[config.mk]
export PLATFORM = sky130hd
export DESIGN_NAME = cmd_sequencer
export DESIGN_NICKNAME = d
export VERILOG_FILES = /design/src/rtl/mgt_pkg.sv /design/src/rtl/rx_accept.sv /design/src/rtl/cmd_sequencer.sv
export SDC_FILE = /design/constraint.sdc
export NUM_CORES = 1
export LEC_CHECK = 0
export CAP_MARGIN = 5
export CORE_UTILIZATION = 25
export DETAILED_ROUTE_END_ITERATION = 8
export GPL_ROUTABILITY_DRIVEN = 0
export MAX_ROUTING_LAYER = met4
export PLACE_DENSITY_LB_ADDON = 0.3
export SYNTH_ARGS = -nofsm -noshare
export SYNTH_HDL_FRONTEND = slang
export SYNTH_SLANG_ARGS = --single-unit
[constraint.sdc]
create_clock -name clk -period 3.8 [get_ports clk]
set_clock_uncertainty 0.2 [all_clocks]
set_input_delay 0.95 -clock clk [delete_from_list [all_inputs] [get_ports clk]]
set_output_delay 0.95 -clock clk [all_outputs]
set_load 0.005 [all_outputs]
[src/rtl/mgt_pkg.sv]
// Shared definitions for the command sequencer: FSM states, command opcodes
// and error codes.
package mgt_pkg;

  typedef enum logic [2:0] {
    ST_IDLE,
    ST_HDR,
    ST_CHECK,
    ST_ISSUE,
    ST_BUSY,
    ST_ERROR
  } state_t;

  localparam logic [7:0] CMD_READ  = 8'h01;
  localparam logic [7:0] CMD_WRITE = 8'h02;

  localparam logic [1:0] ERR_NONE      = 2'b00;
  localparam logic [1:0] ERR_BAD_CMD   = 2'b01;
  localparam logic [1:0] ERR_BAD_RANGE = 2'b10;
  localparam logic [1:0] ERR_TIMEOUT   = 2'b11;

  function automatic logic cmd_known(input logic [7:0] cmd);
    return (cmd == CMD_READ) || (cmd == CMD_WRITE);
  endfunction

endpackage

[src/rtl/rx_accept.sv]
// Byte-acceptance handshake toward the UART receiver: one accept per rx_done
// assertion, acknowledged by a single-cycle rx_trigger on the following cycle.
module rx_accept (
  input  logic clk,
  input  logic rst_n,
  input  logic rx_done,
  input  logic enable,
  input  logic clear,
  output logic strobe,
  output logic rx_trigger
);

  logic armed;

  assign strobe = enable && rx_done && armed;

  // armed re-arms only after rx_done has been seen low, so a held level
  // never yields a second byte.
  always_ff @(posedge clk or negedge rst_n) begin
    if (!rst_n) begin
      armed      <= 1'b0;
      rx_trigger <= 1'b0;
    end else begin
      rx_trigger <= strobe;
      if (clear || strobe) begin
        armed <= 1'b0;
      end else if (!rx_done) begin
        armed <= 1'b1;
      end
    end
  end

endmodule

[src/rtl/cmd_sequencer.sv]
// Collects a 5-byte command header from the UART, validates it and launches
// the memory engine, reporting malformed or stalled headers as error pulses.
module cmd_sequencer
  import mgt_pkg::*;
#(
  parameter logic [23:0] TIMEOUT_CYCLES = 24'd100000
) (
  input  logic        clk,
  input  logic        rst_n,
  input  logic [7:0]  rx_byte,
  input  logic        rx_done,
  output logic        rx_trigger,
  output logic        rx_owner,
  output logic [7:0]  command,
  output logic [15:0] start_address,
  output logic [15:0] end_address,
  output logic        cmd_valid,
  input  logic        engine_done,
  output logic        busy,
  output logic        err_valid,
  output logic [1:0]  err_code
);

  state_t      state;
  logic [1:0]  idx;
  logic [23:0] timer;
  logic [7:0]  hdr_cmd;
  logic [15:0] hdr_start;
  logic [15:0] hdr_end;

  logic byte_strobe;
  logic rx_enable;
  logic leave_busy;

  assign rx_enable  = ((state == ST_IDLE) || (state == ST_HDR)) && !rx_owner;
  assign leave_busy = (state == ST_BUSY) && engine_done;

  rx_accept u_rx_accept (
    .clk        (clk),
    .rst_n      (rst_n),
    .rx_done    (rx_done),
    .enable     (rx_enable),
    .clear      (leave_busy),
    .strobe     (byte_strobe),
    .rx_trigger (rx_trigger)
  );

  // The header is gathered in shadow registers and copied to the outputs only
  // on launch, so a discarded header never disturbs the engine-facing values.
  always_ff @(posedge clk or negedge rst_n) begin
    if (!rst_n) begin
      state         <= ST_IDLE;
      idx           <= '0;
      timer         <= '0;
      hdr_cmd       <= '0;
      hdr_start     <= '0;
      hdr_end       <= '0;
      rx_owner      <= 1'b0;
      command       <= '0;
      start_address <= '0;
      end_address   <= '0;
      cmd_valid     <= 1'b0;
      busy          <= 1'b0;
      err_valid     <= 1'b0;
      err_code      <= ERR_NONE;
    end else begin
      cmd_valid <= 1'b0;
      err_valid <= 1'b0;
      case (state)
        ST_IDLE: begin
          if (byte_strobe) begin
            hdr_cmd <= rx_byte;
            idx     <= '0;
            timer   <= '0;
            state   <= ST_HDR;
          end
        end
        ST_HDR: begin
          if (byte_strobe) begin
            timer <= '0;
            case (idx)
              2'd0:    hdr_start[15:8] <= rx_byte;
              2'd1:    hdr_start[7:0]  <= rx_byte;
              2'd2:    hdr_end[15:8]   <= rx_byte;
              default: hdr_end[7:0]    <= rx_byte;
            endcase
            idx <= idx + 2'd1;
            if (idx == 2'd3) begin
              state <= ST_CHECK;
            end
          end else if (timer >= TIMEOUT_CYCLES - 24'd1) begin
            timer     <= '0;
            err_valid <= 1'b1;
            err_code  <= ERR_TIMEOUT;
            state     <= ST_ERROR;
          end else begin
            timer <= timer + 24'd1;
          end
        end
        ST_CHECK: begin
          if (!cmd_known(hdr_cmd)) begin
            err_valid <= 1'b1;
            err_code  <= ERR_BAD_CMD;
            state     <= ST_ERROR;
          end else if (hdr_start > hdr_end) begin
            err_valid <= 1'b1;
            err_code  <= ERR_BAD_RANGE;
            state     <= ST_ERROR;
          end else begin
            command       <= hdr_cmd;
            start_address <= hdr_start;
            end_address   <= hdr_end;
            cmd_valid     <= 1'b1;
            busy          <= 1'b1;
            err_code      <= ERR_NONE;
            state         <= ST_ISSUE;
          end
        end
        ST_ISSUE: begin
          rx_owner <= (command == CMD_WRITE);
          state    <= ST_BUSY;
        end
        ST_BUSY: begin
          if (engine_done) begin
            busy     <= 1'b0;
            rx_owner <= 1'b0;
            state    <= ST_IDLE;
          end
        end
        ST_ERROR: begin
          state <= ST_IDLE;
        end
        default: begin
          state <= ST_IDLE;
        end
      endcase
    end
  end

endmodule

; Word-level counts from Yosys, hierarchy flattened
; Cells that the tools add are included.
[word_totals]
reg_bits = 117
input_bits = 12
out_inout_bits = 47
elab_cells = 106
[op_classes]
n_addsub = 2
order_cmp = 2
eq_ne = 20
n_mux = 35
bitwise = 2
reduce_logical = 27
[ops]
columns = op, n
row1 = $mux W24, 3
row2 = $pmux W24 S2, 1
row3 = $add A24 B1 Y24 const B, 1
row4 = $ge A24 B17 Y1 const B, 1
row5 = $mux W3, 7
row6 = $reduce_and A3 Y1, 7
row7 = $eq A8 B2 Y1 const B, 2
row8 = $gt A16 B16 Y1, 1
row9 = $pmux W3 S5, 1
row10 = $mux W1, 12
row11 = $mux W2, 6
row12 = $eq A8 B1 Y1 const B, 1
row13 = $ne A2 B1 Y1 const B, 4
row14 = $ne A2 B2 Y1 const B, 4
row15 = $pmux W2 S2, 2
row16 = $reduce_and A4 Y1, 2
row17 = $reduce_bool A2 Y1, 4
row18 = $eq A3 B2 Y1 const B, 2
row19 = $pmux W1 S2, 3
row20 = $reduce_and A2 Y1, 3
row21 = $eq A2 B2 Y1 const B, 2
row22 = $logic_and A1 B1 Y1, 4
row23 = $eq A3 B1 Y1 const B, 1
row24 = $eq A3 B3 Y1 const B, 1
row25 = other kinds (10), 13

; Depth between registers and ports, before layout
[depth]
ltp_word = 7
ltp_mapped = 9
depth_no_buf = 9

; Hierarchy
; A second synthesis with hierarchy kept.
[hier_totals]
hier_cells = 430
area_unflattened_um2 = 5429.0
[modules_own_cells]
columns = mod, n_inst, cells_per_inst, area_per_inst_um2, seq_area_each_um2
row1 = cmd_sequencer, 1, 425, 5356.4, 2877.8
row2 = rx_accept, 1, 5, 72.6, 50.0

; Least setup slack after synthesis
; OpenSTA, ideal clock, no wires.
[synth_timing]
path_type = input-to-reg
startpoint = in rx_done
endpoint = reg timer[23]
setup_time_ns = 0.073
t_arrival_ns = 2.320
required_ns = 3.527
setup_slack_ns = 1.208
stages = 7
path_buffers = 1
cell_sequence = and3b_1 -> buf_2 -> o21ai_2 -> or3_1 -> nor3_1 -> a41oi_1 -> nor2_1
[synth_via]
elab_chain_cells = 4
elab_cells_between_ends = 6
classes_between = 1 x eq/ne / 2 x mux / 3 x reduce/logical
[synth_lines]
columns = item, line
row1 = from (decl), cmd_sequencer.sv:11  ; input logic rx_done,
row2 = $logic_and A1 B1 Y1 (*) (2 in a row), rx_accept.sv:15  ; assign strobe = enable && rx_done && armed;
row3 = $mux W24 / $ne A2 B1 Y1 (equally long branches), -
row4 = $pmux W24 S2 / $reduce_and A2 Y1 (equally long branches), -
row5 = to (signal assigned), cmd_sequencer.sv:97  ; timer <= timer + 24'd1;
row6 = to (decl), cmd_sequencer.sv:26  ; logic [23:0] timer;
; Every way passes the cells marked *; elsewhere a longest branch is shown, timed or not.
; A chain may end at the register's enable or synchronous reset.

; Final worst setup path
[layout_timing]
startpoint = reg hdr_start[15]
endpoint = reg end_address[9]
[layout_via]
elab_chain_cells = 3
[layout_lines]
columns = item, line
row1 = from (decl), cmd_sequencer.sv:28  ; logic [15:0] hdr_start;
row2 = from (signal assigned), cmd_sequencer.sv:82  ; 2'd0: hdr_start[15:8] <= rx_byte;
row3 = $gt A16 B16 Y1, cmd_sequencer.sv:105  ; end else if (hdr_start > hdr_end) begin
row4 = $not A1 Y1 (no line), -
row5 = $reduce_and A3 Y1 (no line), -
row6 = to (signal assigned), cmd_sequencer.sv:112  ; end_address <= hdr_end;
row7 = to (decl), cmd_sequencer.sv:16  ; output logic [15:0] end_address,
; No other way between the ends.

==> metrics.txt <==
Post-layout nets 543; Main synth FF type dfrtp_1; Hold-fix buffers, CTS 0; max-cap viol count 0; cell count after placement about 760; clock latency on the worst-skew pair between 400 and 500 ps; H-tree depth 4; clk buf depth 2; synthesized area between 5000 and 6000 µm²; Synth top area share between 50 and 60%; leakage dissipation ~3.1 nW; post-synthesis cell type count 52; Worst EP arrival 3250 ps; Routed Wire Length 11400 µm; setup_tns 0 ps; CP Max Fanout 32; initial core utilization between 20% and 30%; minimum clock period 3150 ps; final hold violations 0; max frequency ~0.32 GHz; period utilization a little over 80%; number of DRC markers in iteration 0 just over 100; I/O Pins between 50 and 60; remaining global-route overflow 0; core area roughly 20000 µm²; largest net degree at the start of global routing 59; syn nets 472; classification of the worst-slack hold path reg -> reg; post-CTS sizing 0; worst setup path class reg -> reg; antenna violations before repair 0; wl on met1 roughly 5300 µm; WP data required 3890 ps; Worst-Margin Slew between 800 and 900 ps; number of cell rows 52; DR top layer met4; FF+latch count, synth 117; routed wl met3 a little under 400 µm; Antenna Violating Nets Remaining 0; most frequent cells in the layout dfrtp_1 (117), clkdlybuf4s50_1 (57), mux2_2 (40), nand2_1 (36), mux2_1 (34); TritonCTS clock tree done; Final Power 4.31 mW; Slew Limit Headroom 45.2%; Synth Warn # 0; Peak VDD IR 0.000341 V; # DRC 0; clk slew on worst S/H paths 60 ps; met2 wire len approximately 5400 µm; first-pass iteration count of the detailed router 4; fin. max-slew vios 0; Area contributors post-synth dfrtp_1 (55%), mux2_2 (8.5%), mux2_1 (7.2%); ant diodes 0; total clock sinks 117; syn_area_per_cell around 12 µm²; vias in the first global route roughly 3700; CTS buffer count 17; per-cell routed wire length approximately 14 µm; Min Hold Slack 280 ps; vias per cell around 4.4; Seq/Total Area, Yosys 55.4%; Die ar. roughly 22000 µm²; port bufs 58; Cell Count, Final, Fillers Out a little under 800; Mapped Cells 439; die height 147 µm; endpoints failing setup 0; Cell Pwr Density approximately 640 nW/µm²; routed via count 3505; status completed; Async SR Flop Fraction between 90% and 100%; most common cell after layout, fill and taps aside dfrtp_1; Post-synth EDFFs 0; RSZ-0062 raised after global routing no; crit end category register; fin util between 30% and 40%; Critical Path Source Type register; die width between 100 and 150 µm; hpwl dp about 8300 µm; first-pass GRT wire length approximately 19000 µm; Layout area overhead 28.0%; Root Driver clkbuf_16; Setup Fix Bufs, Post-CTS 0; GRT Util Overall 11.9%; post-synth top area cell dfrtp_1; share of post-route cells with drive strength above 1 about 17%
==> layer usage <==
layer / global-route usage (%) / vias up
li1: - / 1694
met1: 14.4 / 1731
met2: 18.1 / 61
met3: 2.98 / 19
met4: 6.80 / 0
met5: - / -
==> worst max-delay path, stage by stage, from the launching register on <==
cell and delay [ps]:
dfrtp_1 420, ha_1 370, nand4_2 170, nor4_2 410
a21bo_1 280, and4_4 160, o21ai_4 380, buf_12 280
mux2_1 340
==> registers in the layout (all words and copies together), names as in the netlist, 3 cells and up <==
signal         count
timer             24
end_address       16
hdr_end           16
hdr_start         16
start_address     16
command            8
hdr_cmd            8
state              3
==> cells in the mapped netlist, types with 3 or more instances <==
master,n
buf_6,3
mux2_2,40
nor3_1,9
nand4_1,11
nand2_1,36
nor4_1,4
clkbuf_1,3
a21oi_1,17
nand3_1,11
inv_1,24
dfrtp_1,117
xnor2_1,3
mux2_1,34
nor2_1,32
ha_1,21
nand3b_1,4
o21ai_0,8
and2_1,7
xor2_1,9
and3_1,4
==> worst paths after layout <==
kind,start,to,slack (ps),cells after the start
min in group asynchronous,rst_n,timer[12],390,1
worst min register to register,busy,busy,280,2
max in group asynchronous,rst_n,hdr_end[9],2180,2
worst max-delay path,hdr_start[15],end_address[9],650,8
worst min-delay path,busy,busy,280,2
worst max register to register,hdr_start[15],end_address[9],650,8
==> cells by family (layout without fill, tap and decap cells) <==
logic type,count (synthesis),in the layout,share of synthesized area (%)
buffers and inverters,35,119,3.03
AO/OA/AOI/OAI,47,47,5.99
flip-flops,117,117,55.4
multiplexers,74,74,15.8
XOR/XNOR,12,12,1.99
AND/OR/NAND/NOR,133,133,12.8
adder cells (fa/ha/maj),21,21,4.98
==> stage by stage <==
step	instance area, µm²	setup slack, ps
after floorplan	5280	1210
after global placement	6180	491
after detailed placement	6180	420
after CTS	6760	607
after global routing	6760	470
final	6760	646
==> layout make-up <==
class / instances / area, µm²
clock inverter: 13 / 124
sequential: 117 / 2930
multi-input combinational: 287 / 2190
timing repair buffer: 61 / 626
clock buffer: 19 / 453
tap: 270 / 338
fill: 2020 / 13700
inverter: 26 / 97.6
==> power breakdown <==
part	internal (mW)	switching (mW)	total [mW]
combinational	0.505	0.518	1.02
sequential	1.51	0.243	1.76
clock	0.938	0.588	1.53
Note: power is estimated with default switching activity, not from simulation.
